$ cat src/rtl/irq_ctrl.sv
// Platform interrupt controller: N_SRC prioritised, maskable sources with claim/complete gating.
// Latency: bus_ack/bus_rdata one cycle after bus_req; ei one cycle after any pending/enable/prio/thr change.
// Backpressure: none, every access is accepted and acked. IRQ_EDGE_EN adds per-source rising-edge mode.
module irq_ctrl #(
    parameter int N_SRC  = 8,
    parameter int PRIO_W = 3
) (
    input  logic              clk,
    input  logic              rst,
    input  logic [N_SRC-1:0]  src,
    input  logic              bus_req,
    input  logic              bus_we,
    input  logic [5:0]        bus_addr,
    input  logic [31:0]       bus_wdata,
    output logic [31:0]       bus_rdata,
    output logic              bus_ack,
    output logic              ei
);

    localparam logic [5:0] A_PEND  = 6'h00;
    localparam logic [5:0] A_EN    = 6'h01;
    localparam logic [5:0] A_THR   = 6'h02;
    localparam logic [5:0] A_CLAIM = 6'h03;
`ifdef IRQ_EDGE_EN
    localparam logic [5:0] A_EDGE  = 6'h04;
`endif

    logic [N_SRC-1:0]  pending;
    logic [N_SRC-1:0]  in_service;
    logic [N_SRC-1:0]  enable;
    logic [PRIO_W-1:0] threshold;
    logic [PRIO_W-1:0] prio [N_SRC];

    logic [N_SRC-1:0]  eligible;
    logic [N_SRC-1:0]  set_vec;
    logic [N_SRC-1:0]  claim_clr;
    logic [N_SRC-1:0]  cmpl_clr;
    logic [4:0]        win_id;
    logic [PRIO_W-1:0] win_prio;
    logic [31:0]       rd_mux;
    logic              rd_req;
    logic              wr_req;
    logic              claim;
    logic              complete;
    logic              unused_wdata;

    assign unused_wdata = ^bus_wdata;

    assign rd_req   = bus_req & ~bus_we;
    assign wr_req   = bus_req & bus_we;
    assign claim    = rd_req & (bus_addr == A_CLAIM);
    assign complete = wr_req & (bus_addr == A_CLAIM);

`ifdef IRQ_EDGE_EN
    logic [N_SRC-1:0] edge_mode;
    logic [N_SRC-1:0] src_q;

    // Edge-mode sources may re-pend while in service; level-mode ones are gated by it.
    assign set_vec = (edge_mode & src & ~src_q) | (~edge_mode & src & ~in_service);
`else
    assign set_vec = src & ~in_service;
`endif

    // In-service sources are excluded so an edge-mode re-pend cannot be claimed twice.
    always_comb begin
        for (int i = 0; i < N_SRC; i++) begin
            eligible[i] = pending[i] & enable[i] & ~in_service[i] & (prio[i] > threshold);
        end
    end

    // Strict compare while scanning upward keeps the lowest ID on priority ties.
    always_comb begin
        win_id   = '0;
        win_prio = '0;
        for (int i = 0; i < N_SRC; i++) begin
            if (eligible[i] && (prio[i] > win_prio)) begin
                win_prio = prio[i];
                win_id   = 5'(i + 1);
            end
        end
    end

    always_comb begin
        for (int i = 0; i < N_SRC; i++) begin
            claim_clr[i] = claim && (win_id == 5'(i + 1));
            cmpl_clr[i]  = complete && (bus_wdata[4:0] == 5'(i + 1));
        end
    end

    always_comb begin
        rd_mux = '0;
        case (bus_addr)
            A_PEND:  rd_mux = 32'(pending);
            A_EN:    rd_mux = 32'(enable);
            A_THR:   rd_mux = 32'(threshold);
            A_CLAIM: rd_mux = 32'(win_id);
`ifdef IRQ_EDGE_EN
            A_EDGE:  rd_mux = 32'(edge_mode);
`endif
            default: rd_mux = '0;
        endcase
        for (int i = 0; i < N_SRC; i++) begin
            if (bus_addr == 6'(16 + i)) begin
                rd_mux = 32'(prio[i]);
            end
        end
    end

    always_ff @(posedge clk or negedge rst) begin
        if (!rst) begin
            pending    <= '0;
            in_service <= '0;
            enable     <= '0;
            threshold  <= '0;
            for (int i = 0; i < N_SRC; i++) begin
                prio[i] <= '0;
            end
            bus_ack    <= 1'b0;
            bus_rdata  <= '0;
            ei         <= 1'b0;
        end else begin
            // Claim clear has priority over a same-edge set from a still-high source.
            pending    <= (pending | set_vec) & ~claim_clr;
            in_service <= (in_service | claim_clr) & ~cmpl_clr;
            bus_ack    <= bus_req;
            bus_rdata  <= rd_req ? rd_mux : '0;
            ei         <= |eligible;
            if (wr_req && bus_addr == A_EN) begin
                enable <= bus_wdata[N_SRC-1:0];
            end
            if (wr_req && bus_addr == A_THR) begin
                threshold <= bus_wdata[PRIO_W-1:0];
            end
            for (int i = 0; i < N_SRC; i++) begin
                if (wr_req && bus_addr == 6'(16 + i)) begin
                    prio[i] <= bus_wdata[PRIO_W-1:0];
                end
            end
        end
    end

`ifdef IRQ_EDGE_EN
    always_ff @(posedge clk or negedge rst) begin
        if (!rst) begin
            edge_mode <= '0;
            src_q     <= '0;
        end else begin
            src_q <= src;
            if (wr_req && bus_addr == A_EDGE) begin
                edge_mode <= bus_wdata[N_SRC-1:0];
            end
        end
    end
`endif

endmodule

$ cat config.mk
export PLATFORM = sky130hd
export DESIGN_NAME = irq_ctrl
export DESIGN_NICKNAME = d
export VERILOG_FILES = /design/src/rtl/irq_ctrl.sv
export SDC_FILE = /design/constraint.sdc
export NUM_CORES = 1
export LEC_CHECK = 0
export ABC_AREA = 1
export CAP_MARGIN = 20
export CELL_PAD_IN_SITES_DETAIL_PLACEMENT = 1
export CELL_PAD_IN_SITES_GLOBAL_PLACEMENT = 1
export CORE_AREA = 2 2 108 110
export CTS_CLUSTER_DIAMETER = 60
export DETAILED_ROUTE_END_ITERATION = 8
export DIE_AREA = 0 0 110 112
export PLACE_DENSITY = 0.92
export REMOVE_ABC_BUFFERS = 1
export SKIP_CTS_REPAIR_TIMING = 1
export SLEW_MARGIN = 20
export SYNTH_ARGS = -nofsm -noshare
export SYNTH_HDL_FRONTEND = slang
export SYNTH_SLANG_ARGS = --single-unit
$ cat constraint.sdc
create_clock -name clk -period 27.8 [get_ports clk]
set_input_delay 5.56 -clock clk [delete_from_list [all_inputs] [get_ports clk]]
set_output_delay 5.56 -clock clk [all_outputs]
set_load 0.02 [all_outputs]
==> metrics.cfg, run 1 <==
[run_status]
run_status=completed

[yosys]
synthesis.area_um2=4480
synth_cells=604
synthFlopType=sky130_fd_sc_hd__dfrtp_1
post_synthesis_sequential_element_count=61
syn_area_per_cell_um2=7.42
number_of_enable_type_register_cells_in_the_synthesized_netlist=0
yosysWarningCount=0
synth_async_sr_flop_share_pct=100
yosys.cell_types.count=41
yosysSeqAreaShare_pct=34.0

[finish]
layout_commonest_cell=sky130_fd_sc_hd__nand2_1
area_growth_syn_to_layout_pct=16.7
final_nets=737
num-fill-cells=1397
layout_common_cells=sky130_fd_sc_hd__nand2_1, sky130_fd_sc_hd__inv_1, sky130_fd_sc_hd__dfrtp_1
drive_above_1_share_pct=8.90
stdcell_count=795
diodes=0

[worst_setup_path]
critical_path.endpoint_type=register
timing.critical_path.from=threshold[2]$_DFFE_PN0P_
critPathSlowestCell=sky130_fd_sc_hd__nor4_1
critical_path.max_fanout=8
worst-endpoint-arrival_ns=11.35
crit_buf_inv=8
setup.worst_path.start_class=register
r2r_start=threshold[2]$_DFFE_PN0P_
critPathMostFrequentCell=sky130_fd_sc_hd__ha_1
critPathKind=reg -> reg
max_stage_delay_ns=0.72
cp.required_ns=28.04
critical_path.top_delay_family=simple AND/OR/NAND/NOR gates

[routing]
drt_drc_violations_left=0
detail_route.first_pass.iterations=5
maxUsedRoutingLayer=met4
route.detailed.vias_per_inst=5.58
wl_um=14900
routed-via-count=4440
wl_met3_um=740
wl_met2_um=7680
drt-initial-drc-count=281
detail_routed_net_length_per_standard_cell_um=18.7
route.layer.met1.wl_um=5910
drtAntennaViolNets=0

[floorplan]
die_area_um2=12300
fp.dieH_um=112
core_area_um2=11200
num_rows=39
width_of_the_die_um=110
num_io_pins=84
floorplan.initialDensity_pct=40.1

[place]
routabilityCongestion=0.878
placedCellCount=779
buffer_ports.inserted=35
dp.final_hpwl_um=11000

[pwr]
total_switching_power_mw=0.0862
largest_vdd_supply_drop_v=0.0000421
static-leakage-power_nw=2.55
seq_power_share_pct=36.0
power.density_cell_area_nw_per_um2=53.2
p_comb_share_pct=19.9
share_of_total_power_consumed_by_net_switching_pct=31.0
p_int_mw=0.192
power.clock.fraction_pct=44.1

[sta]
finalSetupTns_ns=0
min_period_ns=11.11
final_critical_path_share_of_the_clock_period_pct=40.0
max-slew-margin-rel_pct=36.8
achievable-frequency_mhz=90.0
tightest_pin_transition_ns=0.939
final-max-slew-violation-count=0
setup_viol=0
fin_skew_ns=0.00966
rsz0062_at_grt=no
final_hold_vio_count=0

[clock_tree]
cts.sink_count=61
insertion_delay_ns=0.34
cts.reportedPaths.clkPinSlew_ns=0.05
clock_root_buffer=sky130_fd_sc_hd__clkbuf_16
cts_buffer_depth=2
clock_tree.htree_level_count=3
cts_made_buffers=9
tritoncts=yes

[global_route]
wire_length_of_the_first_global_routing_pass_um=24900
grt_max_degree=62
global_route_congestion_overflow_total=0
grt_antenna_before_repair=0
first_global_vias=4897
globalRouteTotalUtil_pct=26.4

[worst_hold_path]
worstHoldStart=prio[12]$_DFFE_PN0P_
worst_hold_path_type=reg -> reg

[flow_run]
drv_cap=0

## synth_stat cells, types with 2 or more instances
library cell,number,area (µm²)
sky130_fd_sc_hd__buf_4,24,180
sky130_fd_sc_hd__nor2_2,4,25.0
sky130_fd_sc_hd__a221oi_1,4,35.0
sky130_fd_sc_hd__o21ai_0,52,260
sky130_fd_sc_hd__nand2_2,12,75.1
sky130_fd_sc_hd__nand4_1,5,31.3
sky130_fd_sc_hd__clkinv_1,2,7.51
sky130_fd_sc_hd__a21boi_1,2,15.0
sky130_fd_sc_hd__nand3b_1,3,22.5
sky130_fd_sc_hd__o22ai_1,2,12.5
sky130_fd_sc_hd__a31oi_1,2,12.5
sky130_fd_sc_hd__nand3_1,38,190
sky130_fd_sc_hd__inv_1,83,312
sky130_fd_sc_hd__a21oi_1,29,145
sky130_fd_sc_hd__nor4_1,3,18.8
sky130_fd_sc_hd__o31ai_1,2,15.0
sky130_fd_sc_hd__mux2_2,3,33.8
sky130_fd_sc_hd__ha_1,40,500
sky130_fd_sc_hd__nand3_2,7,70.1
sky130_fd_sc_hd__a22oi_1,3,22.5
sky130_fd_sc_hd__nor3_1,4,20.0
sky130_fd_sc_hd__a32oi_1,2,17.5
sky130_fd_sc_hd__nor2_1,60,225
sky130_fd_sc_hd__nand2_4,4,45.0
sky130_fd_sc_hd__dfrtp_1,61,1530
sky130_fd_sc_hd__clkbuf_1,3,11.3
sky130_fd_sc_hd__o21ai_1,3,15.0
sky130_fd_sc_hd__nor2_4,2,22.5
sky130_fd_sc_hd__inv_2,4,15.0
sky130_fd_sc_hd__a211oi_1,5,37.5
sky130_fd_sc_hd__nand2_1,126,473
## worst register-to-register path, delay by kind of cell, from the launching register on
family / cells / cell delay [ns]
AOI/OAI and AO/OA: 11 / 2.52
adders and majority gates: 8 / 2.50
buffers and inverters: 8 / 1.23
DFF: 1 / 0.39
and+or+nand+nor: 31 / 4.37
## flip-flops by register name, summed over array words and instances, names as in the netlist
name,cells
enable,8
threshold,3
ei,1
bus_rdata,8
bus_ack,1
prio,24
pending,8
in_service,8
## metal layers
layer | vias up | track usage (%)
li1 | 2042 | -
met1 | 2166 | 31.4
met2 | 176 | 45.5
met3 | 56 | 5.04
met4 | 0 | 11.2
met5 | - | 0
## power by group through the flow
stage	clock, mW	sequential [mW]	combinational [mW]
after floorplan	0	0.0996	0.0356
after global placement	0	0.101	0.0492
after detailed placement	0	0.101	0.0541
after CTS	0.123	0.100	0.0554
after global routing	0.127	0.101	0.0627
final	0.123	0.100	0.0555
## cell type report
class	instances	area (µm²)	share of cell area [%]
Timing Repair Buffer	36	353	6.74
Inverter	89	334	6.38
Multi-Input combinational cell	450	2520	48.1
Tap cell	143	179	3.42
Sequential cell	61	1530	29.2
Clock buffer	9	225	4.30
Clock inverter	7	97.6	1.87
## metrics by stage
step / total power, mW / util, % / setup slack [ns] / hold WS (ns) / area [µm²]
2_1_floorplan: 0.135 / - / 18.88 / 0.453 / 4380
3_3_place_gp: 0.150 / 43.9 / 17.36 / 0.466 / 4910
3_5_place_dp: 0.155 / 43.9 / 16.72 / 0.495 / 4910
4_1_cts: 0.279 / 46.8 / 16.69 / 0.507 / 5230
5_1_grt: 0.291 / 46.8 / 15.65 / 0.525 / 5230
6_report: 0.278 / 46.8 / 16.69 / 0.510 / 5230
## final timing paths
check	to	slack, ns	cells past startpoint
setup reg to reg	in_service[0]$_DFF_PN0_	16.69	58
min in group asynchronous	enable[5]$_DFFE_PN0P_	5.39	2
setup / recovery	in_service[0]$_DFF_PN0_	16.69	58
max in group asynchronous	prio[13]$_DFFE_PN0P_	21.88	2
hold reg to reg	prio[12]$_DFFE_PN0P_	0.51	2
hold / removal	prio[12]$_DFFE_PN0P_	0.51	2
## kinds of logic (layout without fill, tap and decap cells)
family	count (synthesis)	in the layout	synth area share, %
AO/OA/AOI/OAI	112	112	14.3
adder cells (fa/ha/maj)	40	40	11.2
buffers and inverters	116	141	11.7
flip-flops	61	61	34.0
multiplexers	3	3	0.754
other	1	24	0.0836
AND/OR/NAND/NOR	271	271	27.9
Note: power is estimated with default switching activity, not from simulation.
==> run 2: changes to the inputs <==
--- a/config.mk
+++ b/config.mk
@@ -9,11 +9,11 @@
 export CAP_MARGIN = 20
 export CELL_PAD_IN_SITES_DETAIL_PLACEMENT = 1
 export CELL_PAD_IN_SITES_GLOBAL_PLACEMENT = 1
-export CORE_AREA = 2 2 108 110
+export CORE_AREA = 2 2 117 119
 export CTS_CLUSTER_DIAMETER = 60
 export DETAILED_ROUTE_END_ITERATION = 8
-export DIE_AREA = 0 0 110 112
-export PLACE_DENSITY = 0.92
+export DIE_AREA = 0 0 119 121
+export PLACE_DENSITY = 0.83
 export REMOVE_ABC_BUFFERS = 1
 export SKIP_CTS_REPAIR_TIMING = 1
 export SLEW_MARGIN = 20
==> constraint.sdc (replaced) <==
create_clock -name clk -period 9.8 [get_ports clk]
set_input_delay 1.96 -clock clk [delete_from_list [all_inputs] [get_ports clk]]
set_output_delay 1.96 -clock clk [all_outputs]
set_load 0.02 [all_outputs]
==> metrics.cfg, run 2 (synthesized netlist as in run 1, its figures left out) <==
[run_status]
run_status=completed

[floorplan]
width_of_the_die_um=119
fp.dieH_um=121
num_io_pins=84
floorplan.initialDensity_pct=34.3
core_area_um2=13100
die_area_um2=14400
num_rows=42

[worst_setup_path]
r2r_start=threshold[2]$_DFFE_PN0P_
critical_path.top_delay_family=simple AND/OR/NAND/NOR gates
critPathSlowestCell=sky130_fd_sc_hd__dfrtp_1
critPathMostFrequentCell=sky130_fd_sc_hd__nand2_1
timing.reg2reg.worst_path_depth=63
cp.required_ns=10.04
worst-endpoint-arrival_ns=9.44
setup.worst_path.start_class=register
max_stage_delay_ns=0.39
timing.critical_path.from=threshold[2]$_DFFE_PN0P_
crit_buf_inv=7
critical_path.max_fanout=8
r2r-end=in_service[4]$_DFF_PN0_
r2r_slack_ns=0.60
critPathKind=reg -> reg
critical_path.endpoint_type=register

[routing]
routed-via-count=4428
drtAntennaViolNets=0
route.detailed.vias_per_inst=5.25
detail_route.first_pass.iterations=5
detail_routed_net_length_per_standard_cell_um=17.5
drt_drc_violations_left=0
wl_um=14800
drt-initial-drc-count=182

[worst_hold_path]
worstHoldStart=prio[15]$_DFFE_PN0P_
worstHoldEndpoint=prio[15]$_DFFE_PN0P_
worst_hold_path_type=reg -> reg
hold_depth=2

[pwr]
seq_power_share_pct=36.7
power.density_cell_area_nw_per_um2=142
power.clock.fraction_pct=41.8
static-leakage-power_nw=2.62
p_comb_share_pct=21.5
total_switching_power_mw=0.246
largest_vdd_supply_drop_v=0.000100
share_of_total_power_consumed_by_net_switching_pct=31.9
p_int_mw=0.524

[sta]
final_hold_vio_count=0
max-slew-margin-rel_pct=46.2
tightest_pin_transition_ns=0.807
fin_skew_ns=0.00733
final_critical_path_share_of_the_clock_period_pct=93.8
final-max-slew-violation-count=0
setup_viol=0
achievable-frequency_mhz=109
min_period_ns=9.20

[place]
dp.final_hpwl_um=10900
area_after_detailed_placement_um2=5050
buffer_ports.inserted=35
routabilityCongestion=0.895
placedCellCount=825

[clock_tree]
cts.sink_count=61
insertion_delay_ns=0.34
tritoncts=yes
cts_made_buffers=9
clock_root_buffer=sky130_fd_sc_hd__clkbuf_16
cts_buffer_depth=2
cts.reportedPaths.clkPinSlew_ns=0.05
clock_tree.htree_level_count=3

[global_route]
grt_max_degree=62
globalRouteTotalUtil_pct=21.1
wire_length_of_the_first_global_routing_pass_um=23900
first_global_vias=4712
grt_antenna_before_repair=0
global_route_congestion_overflow_total=0

[finish]
area_growth_syn_to_layout_pct=20.8
diodes=0
stdcell_count=844
max_flop_register=prio
final_nets=753
layout_common_cells=sky130_fd_sc_hd__nand2_1, sky130_fd_sc_hd__inv_1, sky130_fd_sc_hd__dfrtp_1
num-fill-cells=1635
layout_commonest_cell=sky130_fd_sc_hd__nand2_1
drive_above_1_share_pct=12.7
post-route-cell-area_um2=5410
max_ffs_per_register=24

[flow_run]
drv_cap=0

==> run 2: changes by cell type in the layout (fill, tap and decap cells not counted), sizes merged <==
cell	change
buf	+16
bufinv	-1
clkinv	+3
clkinvlp	-2
==> run 2: area by class of cell <==
class	instances	area, µm²	share of cell area, %
flip-flops and latches	61	1530	28.2
inverters	89	334	6.17
multi-input cells	450	2560	47.3
well taps	176	220	4.07
clock inverters	7	75.1	1.39
clock buffers	9	225	4.16
repair buffers	52	473	8.74
==> run 2: worst reg2reg max path: cells and delay by family, from the launching register on <==
family	cells	cell delay, ns
buffers and inverters	7	0.63
flip-flops	1	0.39
AO/OA/AOI/OAI	14	1.97
adder cells (fa/ha/maj)	8	2.49
AND/OR/NAND/NOR	34	3.64
==> run 2: worst max-delay path by stage <==
stage,end,slack [ns],cells past startpoint
after floorplan,bus_rdata[1]$_DFF_PN0_,0.88,60
after global placement,bus_rdata[2]$_DFF_PN0_,0.29,60
after detailed placement,bus_rdata[2]$_DFF_PN0_,-0.0005,60
after CTS,in_service[4]$_DFF_PN0_,-0.19,59
after global routing,pending[5]$_DFF_PN0_,-0.09,65
final,in_service[4]$_DFF_PN0_,0.60,63
==> run 2: stage by stage <==
step | power, mW | worst slack, ns | utilization [%] | TNS [ns] | hold WS, ns
2_1_floorplan | 0.383 | 0.880 | - | 0 | 0.453
6_report | 0.770 | 0.603 | 41.4 | 0 | 0.501
5_1_grt | 0.806 | -0.0927 | 41.4 | -0.350 | 0.504
3_3_place_gp | 0.429 | 0.293 | 38.6 | 0 | 0.466
3_5_place_dp | 0.442 | -0.000540 | 38.6 | -0.000540 | 0.475
4_1_cts | 0.766 | -0.190 | 40.9 | -0.850 | 0.489
==> run 2: per-layer routing <==
| layer | GRT usage, % | wire [µm] | vias up |
|---|---|---|---|
| met5 | 0 | 0 | - |
| met4 | 8.18 | 404 | 0 |
| met2 | 39.7 | 7830 | 133 |
| met1 | 24.4 | 5940 | 2189 |
| met3 | 2.44 | 623 | 33 |
| li1 | - | - | 2073 |
==> run 2: power by group through the flow <==
stage	registers (mW)	clock network, mW	logic, mW
after floorplan	0.282	0	0.101
after global placement	0.285	0	0.144
after detailed placement	0.286	0	0.156
after CTS	0.282	0.325	0.159
after global routing	0.284	0.336	0.185
final	0.282	0.322	0.166
